**src/rtl/context_shadow_stack_if.sv**
```systemverilog
// ----------------------------------------------------------------------------
// context_shadow_stack_if
// Bundles the signals between the core and the context shadow stack.
//   master modport : core side. Drives the live context, trap controls,
//                    restore_ready and clear_err. Observes all outputs.
//   slave modport  : stack side (the context_shadow_stack module).
// Signal names use i_/o_ as seen from the stack.
//   i_ctx_in        live register values, channel 0 in the LSBs
//   i_in_kernel     core is executing kernel code
//   i_enter         trap pulse (push)
//   i_leave         kernel-return pulse (pop)
//   i_restore_ready consumer accepts o_restore_out
//   i_clear_err     clears the sticky error flags
//   o_live_out      current shadow snapshot
//   o_restore_out   popped context, held while o_restore_valid
//   o_restore_valid o_restore_out is valid
//   o_level         number of stacked contexts
//   o_busy          restore in progress
//   o_overflow / o_underflow / o_protocol_err   sticky error flags
// ----------------------------------------------------------------------------
interface context_shadow_stack_if #(
    parameter int WIDTH    = 16,
    parameter int CHANNELS = 4,
    parameter int DEPTH    = 4
);
    localparam int DW = WIDTH * CHANNELS;
    localparam int LW = $clog2(DEPTH + 1);

    logic [DW-1:0] i_ctx_in;
    logic          i_in_kernel;
    logic          i_enter;
    logic          i_leave;
    logic          i_restore_ready;
    logic          i_clear_err;
    logic [DW-1:0] o_live_out;
    logic [DW-1:0] o_restore_out;
    logic          o_restore_valid;
    logic [LW-1:0] o_level;
    logic          o_busy;
    logic          o_overflow;
    logic          o_underflow;
    logic          o_protocol_err;

    modport master (
        output i_ctx_in, i_in_kernel, i_enter, i_leave, i_restore_ready, i_clear_err,
        input  o_live_out, o_restore_out, o_restore_valid, o_level, o_busy,
               o_overflow, o_underflow, o_protocol_err
    );

    modport slave (
        input  i_ctx_in, i_in_kernel, i_enter, i_leave, i_restore_ready, i_clear_err,
        output o_live_out, o_restore_out, o_restore_valid, o_level, o_busy,
               o_overflow, o_underflow, o_protocol_err
    );
endinterface

```
**src/rtl/context_shadow_stack.sv**
```systemverilog
// ----------------------------------------------------------------------------
// context_shadow_stack
// Shadows CHANNELS user registers while the core runs user code, pushes the
// snapshot onto a DEPTH-entry LIFO on every trap entry and hands the saved
// context back through a valid/ready handshake on kernel return.
// Ports:
//   i_clock  system clock, rising edge
//   i_reset  synchronous, active-low reset
//   bus      context_shadow_stack_if.slave (see interface header)
// ----------------------------------------------------------------------------
module context_shadow_stack #(
    parameter int WIDTH    = 16,
    parameter int CHANNELS = 4,
    parameter int DEPTH    = 4
) (
    input  logic                   i_clock,
    input  logic                   i_reset,
    context_shadow_stack_if.slave  bus
);
    localparam int DW = WIDTH * CHANNELS;
    localparam int LW = $clog2(DEPTH + 1);
    // Index width for the stack array; at least one bit so DEPTH=1 works.
    localparam int IW = (DEPTH > 1) ? $clog2(DEPTH) : 1;

    typedef enum logic {
        S_IDLE,
        S_RESTORE
    } state_t;

    state_t        r_state;
    logic [DW-1:0] r_live;
    logic [DW-1:0] r_stack [DEPTH];
    logic [DW-1:0] r_restore;
    logic          r_valid;
    logic [LW-1:0] r_level;
    logic          r_overflow;
    logic          r_underflow;
    logic          r_protocol_err;

    logic [DW-1:0] w_snapshot;
    logic [LW-1:0] w_level_m1;
    logic [IW-1:0] w_push_idx;
    logic [IW-1:0] w_pop_idx;
    logic          w_idle;
    logic          w_full;
    logic          w_empty;
    logic          w_set_ovf;
    logic          w_set_udf;
    logic          w_set_perr;

    // The snapshot equals what r_live holds after this edge, so an enter on
    // the same edge that in_kernel rises saves the last user-mode state.
    assign w_snapshot = bus.i_in_kernel ? r_live : bus.i_ctx_in;

    assign w_level_m1 = r_level - LW'(1);
    assign w_push_idx = r_level[IW-1:0];
    assign w_pop_idx  = w_level_m1[IW-1:0];
    assign w_idle     = (r_state == S_IDLE);
    assign w_full     = (r_level == LW'(DEPTH));
    assign w_empty    = (r_level == '0);

    assign w_set_ovf  = w_idle && bus.i_enter && !bus.i_leave && w_full;
    assign w_set_udf  = w_idle && bus.i_leave && !bus.i_enter && w_empty;
    assign w_set_perr = w_idle ? (bus.i_enter && bus.i_leave)
                               : (bus.i_enter || bus.i_leave);

    always_ff @(posedge i_clock) begin
        if (!i_reset) begin
            r_state        <= S_IDLE;
            r_live         <= '0;
            // NOTE: the stack array is reset entry by entry because reset must
            // leave every entry at zero; with small DEPTH this stays cheap.
            for (int i = 0; i < DEPTH; i++) begin
                r_stack[i] <= '0;
            end
            r_restore      <= '0;
            r_valid        <= 1'b0;
            r_level        <= '0;
            r_overflow     <= 1'b0;
            r_underflow    <= 1'b0;
            r_protocol_err <= 1'b0;
        end else begin
            if (!bus.i_in_kernel) begin
                r_live <= bus.i_ctx_in;
            end

            // Setting an error flag wins over a simultaneous clear.
            r_overflow     <= w_set_ovf  || (r_overflow     && !bus.i_clear_err);
            r_underflow    <= w_set_udf  || (r_underflow    && !bus.i_clear_err);
            r_protocol_err <= w_set_perr || (r_protocol_err && !bus.i_clear_err);

            case (r_state)
                S_IDLE: begin
                    if (bus.i_enter && !bus.i_leave && !w_full) begin
                        r_stack[w_push_idx] <= w_snapshot;
                        r_level             <= r_level + LW'(1);
                    end else if (bus.i_leave && !bus.i_enter && !w_empty) begin
                        // Level drops only at the handshake, so an aborted
                        // restore (reset) never loses a stacked context early.
                        r_restore <= r_stack[w_pop_idx];
                        r_valid   <= 1'b1;
                        r_state   <= S_RESTORE;
                    end
                end
                S_RESTORE: begin
                    if (bus.i_restore_ready) begin
                        r_level <= w_level_m1;
                        r_valid <= 1'b0;
                        r_state <= S_IDLE;
                    end
                end
                default: r_state <= S_IDLE;
            endcase
        end
    end

    assign bus.o_live_out      = r_live;
    assign bus.o_restore_out   = r_restore;
    assign bus.o_restore_valid = r_valid;
    assign bus.o_level         = r_level;
    assign bus.o_busy          = (r_state == S_RESTORE);
    assign bus.o_overflow      = r_overflow;
    assign bus.o_underflow     = r_underflow;
    assign bus.o_protocol_err  = r_protocol_err;

endmodule

```
**src/flat_wrapper.sv**
```systemverilog
// flat-port wrapper written by rule: the top's interface ports become plain ports
module context_shadow_stack_flat 
#(
    parameter int WIDTH    = 16,
    parameter int CHANNELS = 4,
    parameter int DEPTH    = 4
)
  (i_clock, i_reset, bus_i_ctx_in, bus_i_in_kernel, bus_i_enter, bus_i_leave, bus_i_restore_ready, bus_i_clear_err, bus_o_live_out, bus_o_restore_out, bus_o_restore_valid, bus_o_level, bus_o_busy, bus_o_overflow, bus_o_underflow, bus_o_protocol_err);
  context_shadow_stack_if #(.WIDTH(WIDTH), .CHANNELS(CHANNELS), .DEPTH(DEPTH)) bus_i ();
  input  logic i_clock;
  input  logic i_reset;
  input wire logic [$bits(bus_i.i_ctx_in)-1:0] bus_i_ctx_in;
  input wire logic [$bits(bus_i.i_in_kernel)-1:0] bus_i_in_kernel;
  input wire logic [$bits(bus_i.i_enter)-1:0] bus_i_enter;
  input wire logic [$bits(bus_i.i_leave)-1:0] bus_i_leave;
  input wire logic [$bits(bus_i.i_restore_ready)-1:0] bus_i_restore_ready;
  input wire logic [$bits(bus_i.i_clear_err)-1:0] bus_i_clear_err;
  output wire logic [$bits(bus_i.o_live_out)-1:0] bus_o_live_out;
  output wire logic [$bits(bus_i.o_restore_out)-1:0] bus_o_restore_out;
  output wire logic [$bits(bus_i.o_restore_valid)-1:0] bus_o_restore_valid;
  output wire logic [$bits(bus_i.o_level)-1:0] bus_o_level;
  output wire logic [$bits(bus_i.o_busy)-1:0] bus_o_busy;
  output wire logic [$bits(bus_i.o_overflow)-1:0] bus_o_overflow;
  output wire logic [$bits(bus_i.o_underflow)-1:0] bus_o_underflow;
  output wire logic [$bits(bus_i.o_protocol_err)-1:0] bus_o_protocol_err;
  assign bus_i.i_ctx_in = bus_i_ctx_in;
  assign bus_i.i_in_kernel = bus_i_in_kernel;
  assign bus_i.i_enter = bus_i_enter;
  assign bus_i.i_leave = bus_i_leave;
  assign bus_i.i_restore_ready = bus_i_restore_ready;
  assign bus_i.i_clear_err = bus_i_clear_err;
  assign bus_o_live_out = bus_i.o_live_out;
  assign bus_o_restore_out = bus_i.o_restore_out;
  assign bus_o_restore_valid = bus_i.o_restore_valid;
  assign bus_o_level = bus_i.o_level;
  assign bus_o_busy = bus_i.o_busy;
  assign bus_o_overflow = bus_i.o_overflow;
  assign bus_o_underflow = bus_i.o_underflow;
  assign bus_o_protocol_err = bus_i.o_protocol_err;
  context_shadow_stack #(.WIDTH(WIDTH), .CHANNELS(CHANNELS), .DEPTH(DEPTH)) u_core (.i_clock(i_clock), .i_reset(i_reset), .bus(bus_i));
endmodule
```
**config.mk**
```make
export PLATFORM = sky130hd
export DESIGN_NAME = context_shadow_stack_flat
export DESIGN_NICKNAME = d
export VERILOG_FILES = /design/src/rtl/context_shadow_stack_if.sv /design/src/rtl/context_shadow_stack.sv /design/src/flat_wrapper.sv
export SDC_FILE = /design/constraint.sdc
export NUM_CORES = 1
export LEC_CHECK = 0
export ABC_AREA = 0
export CAP_MARGIN = 40
export CORE_MARGIN = 2
export CORE_UTILIZATION = 60
export DETAILED_ROUTE_END_ITERATION = 10
export DONT_BUFFER_PORTS = 1
export GPL_ROUTABILITY_DRIVEN = 0
export PLACE_DENSITY_LB_ADDON = 0.15
export SLEW_MARGIN = 20
export SYNTH_ARGS = -nofsm -noshare
export SYNTH_HDL_FRONTEND = slang
export SYNTH_SLANG_ARGS = --single-unit
```
**constraint.sdc**
```tcl
create_clock -name i_clock -period 10 [get_ports i_clock]
set_input_delay 0 -clock i_clock [delete_from_list [all_inputs] [get_ports i_clock]]
set_output_delay 0 -clock i_clock [all_outputs]
set_load 0.1 [all_outputs]
```
Word level (Yosys, flattened, before mapping)
Memories as Yosys holds them, arrays and structs flattened. A register that Yosys moved wholly into a read port is not among the register bits.
Cells that the tools add are included.
{"block": "op_classes", "eq_ne": 5, "multipliers": 0, "order_cmp": 0, "div": 0, "n_bitwise": 2, "mux": 21, "reduce_logical": 29, "add_sub_neg": 2, "n_shift": 0}
{"cell": "2-to-1 mux 64 bit", "count": 2}
{"cell": "OR reduction 64 bit", "count": 1}
{"cell": "logical AND 1 bit", "count": 14}
{"cell": "2-to-1 mux 1 bit", "count": 13}
{"cell": "inequality test 2 bit (second input constant)", "count": 4}
{"cell": "logical NOT 1 bit", "count": 6}
{"cell": "2-to-1 mux 3 bit", "count": 2}
{"cell": "case mux 3 bit (2 select lines)", "count": 1}
{"cell": "AND reduction 3 bit", "count": 2}
{"cell": "logical OR 1 bit", "count": 4}
{"cell": "case mux 1 bit (2 select lines)", "count": 2}
{"cell": "adder 3 x 1 -> 3 bit (second input constant)", "count": 1}
{"cell": "equality test 3 bit (second input constant)", "count": 1}
{"cell": "logical NOT 3 bit", "count": 1}
{"cell": "subtractor 3 x 1 -> 3 bit (second input constant)", "count": 1}
{"cell": "2-to-1 mux 2 bit", "count": 1}
{"cell": "inverter 1 bit", "count": 2}
{"cell": "AND reduction 2 bit", "count": 1}
{"block": "word_totals", "elab_cells": 67, "mem_count": 1, "ramBits": 256, "romBits": 0, "out_inout_bits": 136, "reg_bits": 72, "latch_bits": 0}
{"memory": "u_core.r_stack", "words": 4, "width": 64, "rd": 1, "rd_clocked_by_memory_dff": 1, "wr": 4, "line": "context_shadow_stack.sv:32", "source": "logic [DW-1:0] r_stack [DEPTH];"}

Logic depth before layout (Yosys ltp)
{"block": "logic_depth", "word_depth": 9, "depth_mapped": 10, "ltp_nobuf": 6}

Worst setup path after synthesis
OpenSTA, ideal clock, no wires.
{"block": "synth_timing", "kind": "reg-to-reg", "start": "reg u_core.r_level[0], in the netlist u_core.bus.o_level[0]", "end": "mem u_core.r_stack[1][0] in the netlist's numbering (enable)", "path_stages_with_launch": 10, "t_arrival_ps": 7319, "slack_ps": 2101, "cell_sequence": "dfxtp_1 -> buf_2 -> buf_2 -> clkinv_1 -> ha_1 -> nand2_1 -> nand2b_1 -> clkbuf_1 -> buf_2 -> o31ai_1"}
{"element": "start, declared", "line": "context_shadow_stack.sv:35", "source": "logic [LW-1:0] r_level;"}
{"element": "start signal, assigned", "line": "context_shadow_stack.sv:96", "source": "r_level <= r_level + LW'(1);"}
{"element": "start signal, assigned", "line": "context_shadow_stack.sv:107", "source": "r_level <= w_level_m1;"}
{"element": "end, declared", "line": "context_shadow_stack.sv:32"}

==> impl_results.md <==
- Clock Root Buffer: clkbuf_16
- Post-synth EDFFs: 256
- Worst min-delay path class: input pin to register
- P_leak: 8.16 nW
- Register area share after synthesis: 67.8%
- Max Clk Rate: 256 MHz
- Post-Synth Simple-Gate Area: 8.92%
- Die Width: 164 um
- Synth Instances: 1,091
- First-pass GRT wire length: 60,400 um
- Post-route cell area: 0.0206 mm2
- Worst-path fanout max: 49
- RSZ-0062 raised after global routing: false
- Clock buffer count from CTS: 39
- Req. time, crit path: 10.15 ns
- Worst Setup Start Kind: register
- Core area: 0.0252 mm2
- Largest family of logic cells by synthesized area: multiplexers
- Status: complete, no violations
- XOR/XNOR share of the synthesized area: 0%
- Fin worst setup slack: 6.09 ns
- Synth unique cells: 35
- Multi-input gate area: 0.00435 mm2
- Synth Area in Compound Gates: 4.40%
- FF-to-FF path depth: 8
- Area after DPL: 0.0179 mm2
- Place WS: 5.76 ns
- Clock sinks: 392
- Vias in the first global route: 10,900
- Mapped Area: 0.0154 mm2
- Die area: 0.0269 mm2
- Syn nets: 1,165
- Cell count of the worst hold path: 2
- Die H: 164 um
- Top Ports: 207
- H-tree Lvls: 2
- Area share of fa/ha/maj cells after synthesis: 0.310%
- Routed len/inst: 23.1 um
- Share of cells above drive strength 1: 25.3%
- CTS tree: done
- Port Buffers: 0
- Finished Core Util: 81.7%
- WL final: 39,600 um
- Final setup fails: 0
- # rows: 58
- Fin crit share: 39.1%
- Antenna viol nets, final: 0
- R2R Setup Slk: 6.09 ns
- HPWL after detailed placement: 20,200 um
- Pwr per Cell Area: 187 mW/mm2
- CP endpoint kind: register
- CTS clk-pin slew, worst paths: 0.06 ns
- Worst r2r src: u_core.bus.o_level[0]
- Diode count: 0
- Vias per cell: 5.83
- Initial antenna violation count: 0
- Clock Skew: 0.0150 ns
- Gr ovfl total: 0
- Clk_lat worst skew: 0.53 ns
- Final hold vios: 0
- Hold WS: 0.0128 ns
- DR vias: 9,998
- Crit path time final: 3.91 ns
- Worst-Margin Slew: 0.742 ns
- Setup TNS: 0 ns
- Total GRT Usage: 30.0%
- Main synth FF type: edfxtp_1
- Mean Syn Cell Area: 14.1 um2
- Filler cell count in the final layout: 1,226
- Critical Path AT: 4.06 ns
- DRT iter0 DRCs: 791
- Hold endpoint: u_core.r_stack[1][35]
- Terminus of the critical flop-to-flop path: u_core.r_stack[1][13]
- Post-synthesis mux area share: 14.2%
- Nets: 1,430
- CTS Buffer Depth: 3
- DRC: 0
- Crit Path Class: register to register
- Pins Over Slew Limit: 0
- Relative slew margins: 50.6%
- Max-cap violations: 0
- Largest net degree at the start of global routing: 73
- Storage cell area: 0.0104 mm2
- Number of synthesized register bits: 392
- HP Start: i_reset
- P&R area growth vs syn: 34.0%
- Synth warn: 0
- Maximum VDD drop: 0.125 mV
- Asr flop ratio synth: 0%
- Pre-antenna DRT Iters: 5
- Initial Util: 61.0%
-- Yosys cell counts, types with 7 or more instances --
cell type	n	share of area (%)
a21oi_1	7	0.23
edfxtp_1	256	50
mux4_2	64	9.4
a22o_1	64	3.7
buf_6	12	0.88
inv_1	69	1.7
nand2_1	70	1.7
buf_2	36	1.2
clkbuf_1	20	0.49
nor2_1	261	6.4
dfxtp_1	136	18
mux2_2	65	4.8
-- flip-flops by register name (all words and copies together), names as in the netlist --
signal,flops
u_core.r_stack,256
u_core.bus.o_live_out,64
u_core.bus.o_restore_out,64
u_core.bus.o_level,3
u_core.bus.o_busy,1
u_core.bus.o_overflow,1
u_core.bus.o_protocol_err,1
u_core.bus.o_restore_valid,1
u_core.bus.o_underflow,1
-- cells by family after synthesis --
logic type | after synthesis
muxes | 130
AOI/OAI and AO/OA | 81
buffers and inverters | 140
adders and majority gates | 4
DFF | 392
and+or+nand+nor | 344
-- how the worst max path moves through the flow --
stage,start,depth (start not counted),endpoint
finish,u_core.bus.o_level[0],8,u_core.r_stack[1][13]
global route,u_core.bus.o_level[0],8,u_core.r_stack[1][59]
floorplan,u_core.bus.o_level[0],9,u_core.r_stack[1][0]
global placement,u_core.bus.o_level[0],6,u_core.r_stack[1][55]
CTS,u_core.bus.o_level[0],7,u_core.r_stack[1][63]
detailed placement,u_core.bus.o_level[0],7,u_core.r_stack[1][59]
-- metrics by stage --
stage               total power, mW  instances
floorplan                      2.22       1091
global placement               2.27       1364
detailed placement             2.36       1503
CTS                            3.83       1715
global route                   3.93       1716
finish                         3.84       1716
-- power by group --
part / switching [mW] / internal, mW
Combinational: 0.343 / 0.214
Sequential: 0.0435 / 1.80
Clock: 0.605 / 0.836
Total: 0.992 / 2.85
-- per-layer routing --
layer | track usage, % | vias up | share of wire, %
li1 | - | 4409 | -
met1 | 34.7 | 4997 | 36
met2 | 54.6 | 462 | 54
met3 | 5.40 | 130 | 6.6
met4 | 13.5 | 0 | 3.8
met5 | 0 | - | 0
-- what timing repair did --
action                    CTS  global route
hold endpoints to repair  382             0
setup buffers               0             0
hold buffers              141             0
resized for setup           0             0
-- final cells by class --
type	count	area share [%]
inverter	70	1.28
clock buffer	57	5.48
multi-input combinational	559	21.2
sequential	392	50.6
clock inverter	14	0.584
tap	330	2.01
timing repair buffer	294	18.9
-- critical path: stages (launching register included) --
cell      delay, ns
dfxtp_4        0.73
buf_12         0.30
clkinv_1       0.42
ha_4           0.35
nand2_1        0.16
nand2b_4       0.28
o31ai_4        0.39
buf_6          0.24
buf_4          0.63
-- cell usage in the layout, fill, tap and decap left out, types with 21 or more instances in the layout --
cell / Yosys / layout
nor2_1: 261 / 261
edfxtp_1: 256 / 256
dlygate4sd3_1: 0 / 140
dfxtp_1: 136 / 135
buf_8: 0 / 117
nand2_1: 70 / 69
inv_1: 69 / 69
mux2_2: 65 / 65
mux4_2: 64 / 64
a22o_1: 64 / 64
clkbuf_16: 0 / 42
buf_16: 0 / 21
(Power assumes the default switching activity.)
